<file path="src/rtl/dkong3_obj_dma.sv">
// Object-RAM DMA: copies XFER_LEN bytes from a CPU-side page into object RAM
// during vertical blank, holding the CPU bus via BUSRQ/BUSAK for the copy.
module dkong3_obj_dma #(
    parameter int         XFER_LEN = 384,
    parameter logic [9:0] OBJ_BASE = 10'h000
) (
    input  logic        I_CLK_24M,
    input  logic        I_RSTn,
    input  logic        I_CE,
    input  logic        I_START,
    input  logic [7:0]  I_SRC_PAGE,
    input  logic        I_VBLK,
    output logic        O_BUSRQn,
    input  logic        I_BUSAKn,
    output logic [15:0] O_SRC_A,
    output logic        O_SRC_RDn,
    input  logic [7:0]  I_SRC_D,
    output logic [9:0]  O_OBJ_DMA_A,
    output logic [7:0]  O_OBJ_DMA_D,
    output logic        O_OBJ_DMA_CE,
    output logic        O_BUSY,
    output logic        O_DONE
);

    typedef enum logic [2:0] {
        IDLE     = 3'd0,
        WAIT_VBL = 3'd1,
        REQ      = 3'd2,
        RD_ADDR  = 3'd3,
        RD_DATA  = 3'd4,
        WR       = 3'd5,
        RELEASE  = 3'd6
    } state_t;

    localparam logic [10:0] LAST_N = 11'(XFER_LEN - 1);

    state_t      state_r, state_nxt_s;
    logic [10:0] n_r, n_nxt_s;
    logic [7:0]  page_r, page_nxt_s;
    logic [7:0]  data_r, data_nxt_s;

    function automatic logic [15:0] src_addr(input logic [7:0] page, input logic [10:0] n);
        return {page, 8'h00} + {5'b00000, n};
    endfunction

    function automatic logic [9:0] obj_addr(input logic [10:0] n);
        return OBJ_BASE + n[9:0];
    endfunction

    // State, byte counter, page and data registers
    always_ff @(posedge I_CLK_24M or negedge I_RSTn) begin
        if (!I_RSTn) begin
            state_r <= IDLE;
            n_r     <= 11'd0;
            page_r  <= 8'h00;
            data_r  <= 8'h00;
        end else begin
            state_r <= state_nxt_s;
            n_r     <= n_nxt_s;
            page_r  <= page_nxt_s;
            data_r  <= data_nxt_s;
        end
    end

    // Next-state logic; a lost grant in any bus phase falls back to REQ with N kept
    always_comb begin
        state_nxt_s = state_r;
        n_nxt_s     = n_r;
        page_nxt_s  = page_r;
        data_nxt_s  = data_r;
        case (state_r)
            IDLE: begin
                if (I_START) begin
                    page_nxt_s  = I_SRC_PAGE;
                    n_nxt_s     = 11'd0;
                    state_nxt_s = WAIT_VBL;
                end else begin
                    state_nxt_s = IDLE;
                end
            end
            WAIT_VBL: begin
                if (I_CE && I_VBLK) state_nxt_s = REQ;
                else                state_nxt_s = WAIT_VBL;
            end
            REQ: begin
                if (I_CE && !I_BUSAKn) state_nxt_s = RD_ADDR;
                else                   state_nxt_s = REQ;
            end
            RD_ADDR: begin
                if (!I_CE)         state_nxt_s = RD_ADDR;
                else if (I_BUSAKn) state_nxt_s = REQ;
                else               state_nxt_s = RD_DATA;
            end
            RD_DATA: begin
                if (!I_CE) begin
                    state_nxt_s = RD_DATA;
                end else if (I_BUSAKn) begin
                    state_nxt_s = REQ;
                end else begin
                    data_nxt_s  = I_SRC_D;
                    state_nxt_s = WR;
                end
            end
            WR: begin
                if (!I_CE) begin
                    state_nxt_s = WR;
                end else if (I_BUSAKn) begin
                    state_nxt_s = REQ;
                end else begin
                    n_nxt_s = n_r + 11'd1;
                    if (n_r == LAST_N) state_nxt_s = RELEASE;
                    else               state_nxt_s = RD_ADDR;
                end
            end
            RELEASE: begin
                if (I_CE) state_nxt_s = IDLE;
                else      state_nxt_s = RELEASE;
            end
            default: state_nxt_s = IDLE;
        endcase
    end

    // Outputs decode the registered state; only the strobes depend on I_CE
    always_comb begin
        O_BUSY       = (state_r != IDLE);
        O_BUSRQn     = !((state_r == REQ) || (state_r == RD_ADDR) ||
                         (state_r == RD_DATA) || (state_r == WR));
        O_SRC_RDn    = !((state_r == RD_ADDR) || (state_r == RD_DATA));
        O_SRC_A      = src_addr(page_r, n_r);
        O_OBJ_DMA_A  = obj_addr(n_r);
        O_OBJ_DMA_D  = data_r;
        O_OBJ_DMA_CE = (state_r == WR) && I_CE && !I_BUSAKn;
        O_DONE       = (state_r == RELEASE) && I_CE;
    end

endmodule

</file>
<file path="config.mk">
export PLATFORM = sky130hd
export DESIGN_NAME = dkong3_obj_dma
export DESIGN_NICKNAME = d
export VERILOG_FILES = /design/src/rtl/dkong3_obj_dma.sv
export SDC_FILE = /design/constraint.sdc
export NUM_CORES = 1
export LEC_CHECK = 0
export CAP_MARGIN = 40
export CORE_MARGIN = 5
export CORE_UTILIZATION = 49
export CTS_BUF_LIST = sky130_fd_sc_hd__clkbuf_4 sky130_fd_sc_hd__clkbuf_8 sky130_fd_sc_hd__clkbuf_16
export DETAILED_ROUTE_END_ITERATION = 10
export HOLD_SLACK_MARGIN = 0.05
export PLACE_DENSITY = 0.82
export SETUP_SLACK_MARGIN = 0.4
export SLEW_MARGIN = 10
export SYNTH_ARGS = -nofsm -noshare
export SYNTH_HDL_FRONTEND = slang
export SYNTH_SLANG_ARGS = --single-unit
</file>
<file path="constraint.sdc">
create_clock -name I_CLK_24M -period 4.5 [get_ports I_CLK_24M]
set_input_delay 0.675 -clock I_CLK_24M [delete_from_list [all_inputs] [get_ports I_CLK_24M]]
set_output_delay 0.675 -clock I_CLK_24M [all_outputs]
set_load 0.01 [all_outputs]
</file>
## Word-level counts from Yosys, hierarchy flattened

Index checks and enable logic that the tools add are counted.

- Register bits: 30
- Input port bits: 22
- Logic and storage cells: 51

- Add/sub/neg operators: 2
- Equality and inequality tests: 10
- Multiplexer cells: 16
- Bitwise logic cells: 1
- Reductions and logical operators: 18

Operators by type and width:

| operator | count |
|---|---|
| $mux W11 | 3 |
| $mux W3 | 8 |
| $pmux W11 S2 | 1 |
| $pmux W3 S7 | 1 |
| $add A16 B11 Y16 | 1 |
| $add A11 B1 Y11 const B | 1 |
| $eq A11 B9 Y1 const B | 1 |
| $eq A3 B3 Y1 const B | 3 |
| $eq A3 B2 Y1 const B | 2 |
| $ne A2 B2 Y1 const B | 3 |
| $logic_and A1 B1 Y1 | 5 |
| $logic_or A1 B1 Y1 | 4 |
| $reduce_and A4 Y1 | 1 |
| $eq A3 B1 Y1 const B | 1 |
| $logic_not A1 Y1 | 3 |
| $logic_not A3 Y1 | 1 |
| $reduce_and A3 Y1 | 1 |
| $reduce_bool A3 Y1 | 1 |
| $mux W1 | 2 |
| $mux W2 | 1 |
| $reduce_and A2 Y1 | 1 |
| $reduce_bool A2 Y1 | 1 |
| $not A1 Y1 | 1 |

## Logic depth before layout (Yosys ltp)

Gate-level depths: netlist of run 1.

- Word-level depth: 5
- Depth in mapped cells: 6
- Mapped depth without buffers: 6

## Worst setup path after synthesis of run 1

No wires, ideal clock.

- Kind: reg-to-output
- Start: reg n_r[8]
- End: out O_SRC_A[14]
- Data arrival time: 1.534 ns
- Required time: 3.825 ns
- Slack: 2.291 ns
- Stages on the path, launching flop included: 7
- Path buffers: 0
- Cell sequence: dfrtp_1 ha_1 fa_1 a21o_1 nand2_1 nor2_1 xor2_1

- Word-level cells in the longest chain between the ends: 1

RTL lines:

| element | line | text |
|---|---|---|
| start, declared | 38 | `logic [10:0] n_r, n_nxt_s;` |
| start signal, assigned | 59 | `n_r <= n_nxt_s;` |
| $add A16 B11 Y16 | 43 | `return {page, 8'h00} + {5'b00000, n};` |
| end, declared | 15 | `output logic [15:0] O_SRC_A,` |

No other way between the ends.

## Final worst setup path of run 1

Ends and elaborated chain as after synthesis.

==> results of run 1 <==
-- through the flow --
| step | total power, W | setup slack, ns | hold slack (ns) | cells |
|---|---|---|---|---|
| floorplan | 0.000718 | 2.29 | 0.379 | 180 |
| global placement | 0.000924 | 1.64 | 0.487 | 264 |
| detailed placement | 0.000943 | 1.59 | 0.500 | 265 |
| CTS | 0.00117 | 1.43 | 0.515 | 273 |
| global route | 0.00124 | 1.24 | 0.518 | 273 |
| finish | 0.00116 | 1.44 | 0.508 | 273 |
-- Yosys cell counts, types with 5 or more instances --
cell type	count	area share, %
nor3_1	6	1.7
xnor2_1	8	3.9
mux2_2	16	9.9
nand2_1	17	3.5
nand4_1	5	1.7
a21oi_1	8	2.2
nor2_1	15	3.1
buf_4	18	7.4
dfrtp_1	30	41
-- power by group through the flow --
stage | clock network, W | logic (W) | registers, W
6_report | 0.000228 | 0.000490 | 0.000443
5_1_grt | 0.000244 | 0.000539 | 0.000460
4_1_cts | 0.000233 | 0.000498 | 0.000443
3_5_place_dp | 0 | 0.000495 | 0.000448
3_3_place_gp | 0 | 0.000481 | 0.000443
2_1_floorplan | 0 | 0.000309 | 0.000409
-- sequential cells by signal (all words and copies together), names as in the netlist --
register and cells:
n_r 11, state_r 3, page_r 8, O_OBJ_DMA_D 8
-- layout make-up --
cell class / count / area, um2
Fill cell: 324 / 1220
Multi-Input combinational cell: 121 / 875
Sequential cell: 30 / 751
Timing Repair Buffer: 62 / 619
Clock buffer: 7 / 90.1
Tap cell: 48 / 60.1
Inverter: 4 / 15.0
Clock inverter: 1 / 5.00
-- logic make-up after synthesis --
kind of cell / Yosys count / synth area share (%)
fa+ha+maj: 5 / 3.85
flops: 30 / 41.3
compound gates: 26 / 10.4
xor+xnor: 12 / 5.78
simple gates: 62 / 18.2
mux: 16 / 9.91
buf+inv: 29 / 10.6
-- final timing paths --
kind,start,end,depth (start not counted)
setup / recovery,n_r[8]$_DFFE_PN0P_,O_SRC_A[14],7
hold / removal,O_OBJ_DMA_D[5]$_DFFE_PN0P_,O_OBJ_DMA_D[5]$_DFFE_PN0P_,1
setup reg to reg,state_r[2]$_DFF_PN0_,n_r[8]$_DFFE_PN0P_,4
hold reg to reg,O_OBJ_DMA_D[5]$_DFFE_PN0P_,O_OBJ_DMA_D[5]$_DFFE_PN0P_,1
max in group asynchronous,I_RSTn,page_r[6]$_DFFE_PN0P_,2
min in group asynchronous,I_RSTn,state_r[2]$_DFF_PN0_,2
-- routing by layer --
metal	GRT usage, %	part of all wire (%)	up-vias
met5	0	0	-
met4	6.05	1.5	0
met3	5.40	8.5	5
met2	24.8	46	62
met1	20.2	44	682
li1	-	-	717
==> results.md, run 1 <==
- Cell-internal power: 0.000766 W
- EDFF count, synth: 0
- CP max FO: 6
- Most frequent cells in the layout: 60 x clkdlybuf4s50_1, 30 x dfrtp_1, 17 x nand2_1, 16 x mux2_2, 15 x nor2_1
- Crit path DAT: 2.38 ns
- Initial core utilization: 50.0%
- Sw frac: 34.1%
- Vias in the first global route: 1371
- Area growth, synth to finish: 32.8%
- Clk buf depth: 2
- Clk sinks: 30
- Vias: 1466
- Delay-heaviest family, CP: adder cells
- Clock skew: 0.00312 ns
- Placed instance area: 0.00232 mm2
- Syn Area/Cell: 10.1 um2
- CTS buffer count: 5
- Port Buffer Count: 60
- Leakage power: 0.989 nW
- Syn Std Cell Area: 0.00182 mm2
- Residual DRC: 0
- DRT antenna net count: 0
- Crit-path slowest cell: clkdlybuf4s50_1
- Crit path buffers/inverters: 1
- Most common cell after layout, fill and taps aside: clkdlybuf4s50_1
- Share of the yosys chip area belonging to registers: 41.3%
- Max-slew headroom: 62.2%
- Crit path time final: 3.06 ns
- Layout cells sized above 1: 13.3%
- I/O pin cnt: 61
- Synth async-reset ratio: 100%
- Max-cap viol count: 0
- Per-cell routed wire length: 13.9 um
- Switching power: 0.000396 W
- Hold Crit Class: reg -> reg
- Post-synth cell types: 41
- Combinational share of power: 42.2%
- Crit-path cells: ha_1, fa_1, a21o_1, nand2_1, nor2_1, xor2_1, clkdlybuf4s50_1
- RSZ-0062 raised after global routing: false
- # diodes: 0
- Delay of the slowest critical-path stage: 0.55 ns
- Final core utilization: 66.5%
- Hpwl dp: 2840 um
- Post-CTS Setup Inserts: 0
- Post-synthesis register bit count: 30
- Clk_lat worst skew: 0.28 ns
- Die W: 70.9 um
- Clk root buf: clkbuf_8
- WS Path Type: reg -> out
- Syn nets: 207
- Slew @ Worst Pin: 0.567 ns
- FF-to-FF setup slack: 2.48 ns
- Pwr Density: 481 mW/mm2
- CTS tree: built
- Initial DRC count: 73
- CP required: 3.83 ns
- FP Rows: 22
- Clock power share: 19.6%
- Fin crit share: 67.9%
- Worst ir drop on vdd: 0.283 mV
- Cts hold-fix bufs: 0
- Grt ovf: 0
- Overall die area: 0.00503 mm2
- GP Congestion: 0.853
- Post-Route Setup TNS: 0 ns
- Via-to-Cell Ratio: 5.37
- Post-synth top flop: dfrtp_1
- DRT Pass-1 Iters: 4
- GRT Overall Usage: 15.9%
- Gate Count Post-Synth: 180
- Die H: 70.9 um
- Max Slew Vio Count: 0
- Post-route cell area: 0.00241 mm2
- F_max: 327 MHz
- Status: completed
- First-pass GRT wire length: 6370 um
- CORE AREA: 0.00363 mm2
- YS warnings: 0
- Final Hold Fails: 0
- H-tree depth: 2
- Worst setup EP type: output port
- Final setup fails: 0
- Seq pwr share: 38.2%
- Largest net degree at the start of global routing: 31
- Clock slew at reported path FFs: 0.06 ns
- CP Launch Type: flip-flop
- Cts repair resizes: 0
- Final WL: 3790 um
- Final nets: 251
- Antenna violations before repair: 0
No activity file was read; power rests on OpenSTA's default activity.
==> run 2, diff against run 1 <==
- CORE_UTILIZATION: 49 -> 46
- PLACE_DENSITY: 0.82 -> 0.78
- clock period: 4.5 -> 2.9 ns (I/O delays scaled with it)
==> results.md, run 2 (synthesis results as in run 1) <==
- H-tree depth: 2 (unchanged)
- Final WL: 3770 um (-0.37%)
- Overall die area: 0.00531 mm2 (+5.6%)
- Cts hold-fix bufs: 0 (unchanged)
- Slew @ Worst Pin: 0.778 ns (+0.211 ns)
- Hold WS: 0.502 ns (-0.00679 ns)
- # diodes: 0 (unchanged)
- RSZ-0062 raised after global routing: true
- Port Buffer Count: 60 (unchanged)
- Met2 WL post-DR: 1740 um (+0.40%)
- FF-to-FF path depth: 3 (-1)
- Fin crit share: 82.9%
- Layout cells sized above 1: 17.5% (+4.2 points)
- Per-cell routed wire length: 13.7 um (-1.5%)
- Vias: 1475 (+0.61%)
- Total length of routed met3 wires: 295 um (-8.7%)
- RR Startpoint: state_r[1]$_DFF_PN0_
- WS Path Type: reg -> out
- Met1 wire length: 1670 um (-0.18%)
- Grt ovf: 0 (unchanged)
- Clk root buf: clkbuf_8
- Max Slew Vio Count: 0 (unchanged)
- First-pass GRT wire length: 6330 um (-0.53%)
- Final nets: 254 (+1.2%)
- Clock slew at reported path FFs: 0.06 ns (about the same)
- Via-to-Cell Ratio: 5.34 (-0.48%)
- Clk_lat worst skew: 0.28 ns (about the same)
- GRT Overall Usage: 15.3% (-0.54 points)
- Clk buf depth: 2 (unchanged)
- Leakage power: 1.00 nW (+1.6%)
- Most common cell after layout, fill and taps aside: clkdlybuf4s50_1
- Final Hold Fails: 0 (unchanged)
- RR Endpoint: O_OBJ_DMA_D[7]$_DFFE_PN0P_
- Status: completed
- CP max FO: 6 (unchanged)
- Max Used Layer: met4
- Residual DRC: 0 (unchanged)
- Initial core utilization: 48.6% (-1.5 points)
- Crit path DAT: 1.97 ns (-0.41 ns)
- Worst ir drop on vdd: 0.436 mV (+54%)
- Hpwl dp: 2970 um (+4.4%)
- CTS buffer count: 5 (unchanged)
- Largest register by flop count: n_r
- Pwr Density: 729 mW/mm2 (+52%)
- Die H: 72.9 um (+2.8%)
- Crit path time final: 2.40 ns
- Most frequent cells in the layout: 55 x clkdlybuf4s50_1, 28 x dfrtp_1, 17 x nand2_1, 16 x mux2_2, 15 x nor2_1
- Clock skew: 0.00239 ns (-0.000726 ns)
- I/O pin cnt: 61 (unchanged)
- CTS tree: built
- Initial DRC count: 70 (-4.1%)
- Vias in the first global route: 1379 (+0.58%)
- Antenna violations before repair: 0 (unchanged)
- F_max: 416 MHz
- Final setup fails: 0 (unchanged)
- FF-to-FF setup slack: 0.83 ns (-1.65 ns)
- Hold Crit Class: in -> async
- Post-Route Setup TNS: 0 ns (unchanged)
- GP Congestion: 0.819 (-4.0%)
- CORE AREA: 0.00374 mm2 (+3.0%)
- Max-cap viol count: 0 (unchanged)
- Max FFs per register: 11 (unchanged)
- Largest net degree at the start of global routing: 20 (-35%)
- DRT Pass-1 Iters: 5 (+1)
- Max-slew headroom: 47.9% (-14 points)
- CP Launch Type: flip-flop
- FP Rows: 22 (unchanged)
- CP required: 2.47 ns (-1.36 ns)
- DRT antenna net count: 0 (unchanged)
- Worst setup EP type: output port
- Clk sinks: 30 (unchanged)
- Die W: 72.9 um (+2.8%)
- Area growth, synth to finish: 33.9%
run 2: cell count changes in the layout (fill, tap and decap cells not counted), sizes merged:
cell and delta:
buf +3, clkbuf +1, clkdlybuf4s50 -5, clkinvlp +1
dlygate4sd2 +3
run 2: worst max-delay path by stage:
stage | start | to | depth (start not counted) | slack [ns]
3_3_place_gp | n_r[8]$_DFFE_PN0P_ | O_SRC_A[14] | 7 | 0.42
6_report | n_r[8]$_DFFE_PN0P_ | O_SRC_A[14] | 7 | 0.50
3_5_place_dp | n_r[8]$_DFFE_PN0P_ | O_SRC_A[14] | 7 | 0.39
5_1_grt | n_r[8]$_DFFE_PN0P_ | O_SRC_A[14] | 7 | 0.34
4_1_cts | n_r[8]$_DFFE_PN0P_ | O_SRC_A[14] | 7 | 0.35
2_1_floorplan | n_r[8]$_DFFE_PN0P_ | O_SRC_A[14] | 6 | 0.93
run 2: power breakdown:
| group | switching (W) | leakage, nW | internal, W |
|---|---|---|---|
| Clock | 0.000154 | 0.0472 | 0.000190 |
| Sequential | 0.000158 | 0.389 | 0.000535 |
| Combinational | 0.000310 | 0.568 | 0.000428 |
| Total | 0.000622 | 1.00 | 0.00115 |
run 2: worst max-delay path: stages, from the launching register on:
cell,delay (ns)
dfrtp_1,0.42
ha_1,0.26
fa_1,0.41
a21o_1,0.19
nand2_1,0.09
nor2_1,0.06
xor2_1,0.13
clkbuf_2,0.15
run 2: routing by layer:
metal / GRT usage [%] / up-vias
met4: 6.35 / 0
met1: 19.5 / 709
met3: 5.37 / 4
met5: 0 / -
met2: 23.5 / 46
li1: - / 716
run 2: final cells by class:
class | count | area [um2]
fillers | 334 | 1310
repair buffers | 65 | 624
well taps | 48 | 60.1
multi-input cells | 121 | 887
clock inverters | 2 | 12.5
clock buffers | 6 | 82.6
inverters | 4 | 15.0
flip-flops and latches | 30 | 753
run 2: per-stage QoR:
stage	setup WS, ns	std cells	utilization, %	instance area [um2]	power [W]
CTS	0.352	274	64.5	2420	0.00180
detailed placement	0.390	266	62.1	2320	0.00147
floorplan	0.931	180	-	1820	0.00111
global route	0.337	276	65.0	2430	0.00191
global placement	0.420	266	62.1	2320	0.00146
finish	0.496	276	65.0	2430	0.00178
run 2: repair_timing:
item / CTS / global route
buffers inserted: 0 / 2
endpoints found under the setup margin: 6 / 4
gates resized for setup: 7 / 8
pin swaps: 1 / 0
hold endpoints to repair: 0 / 0
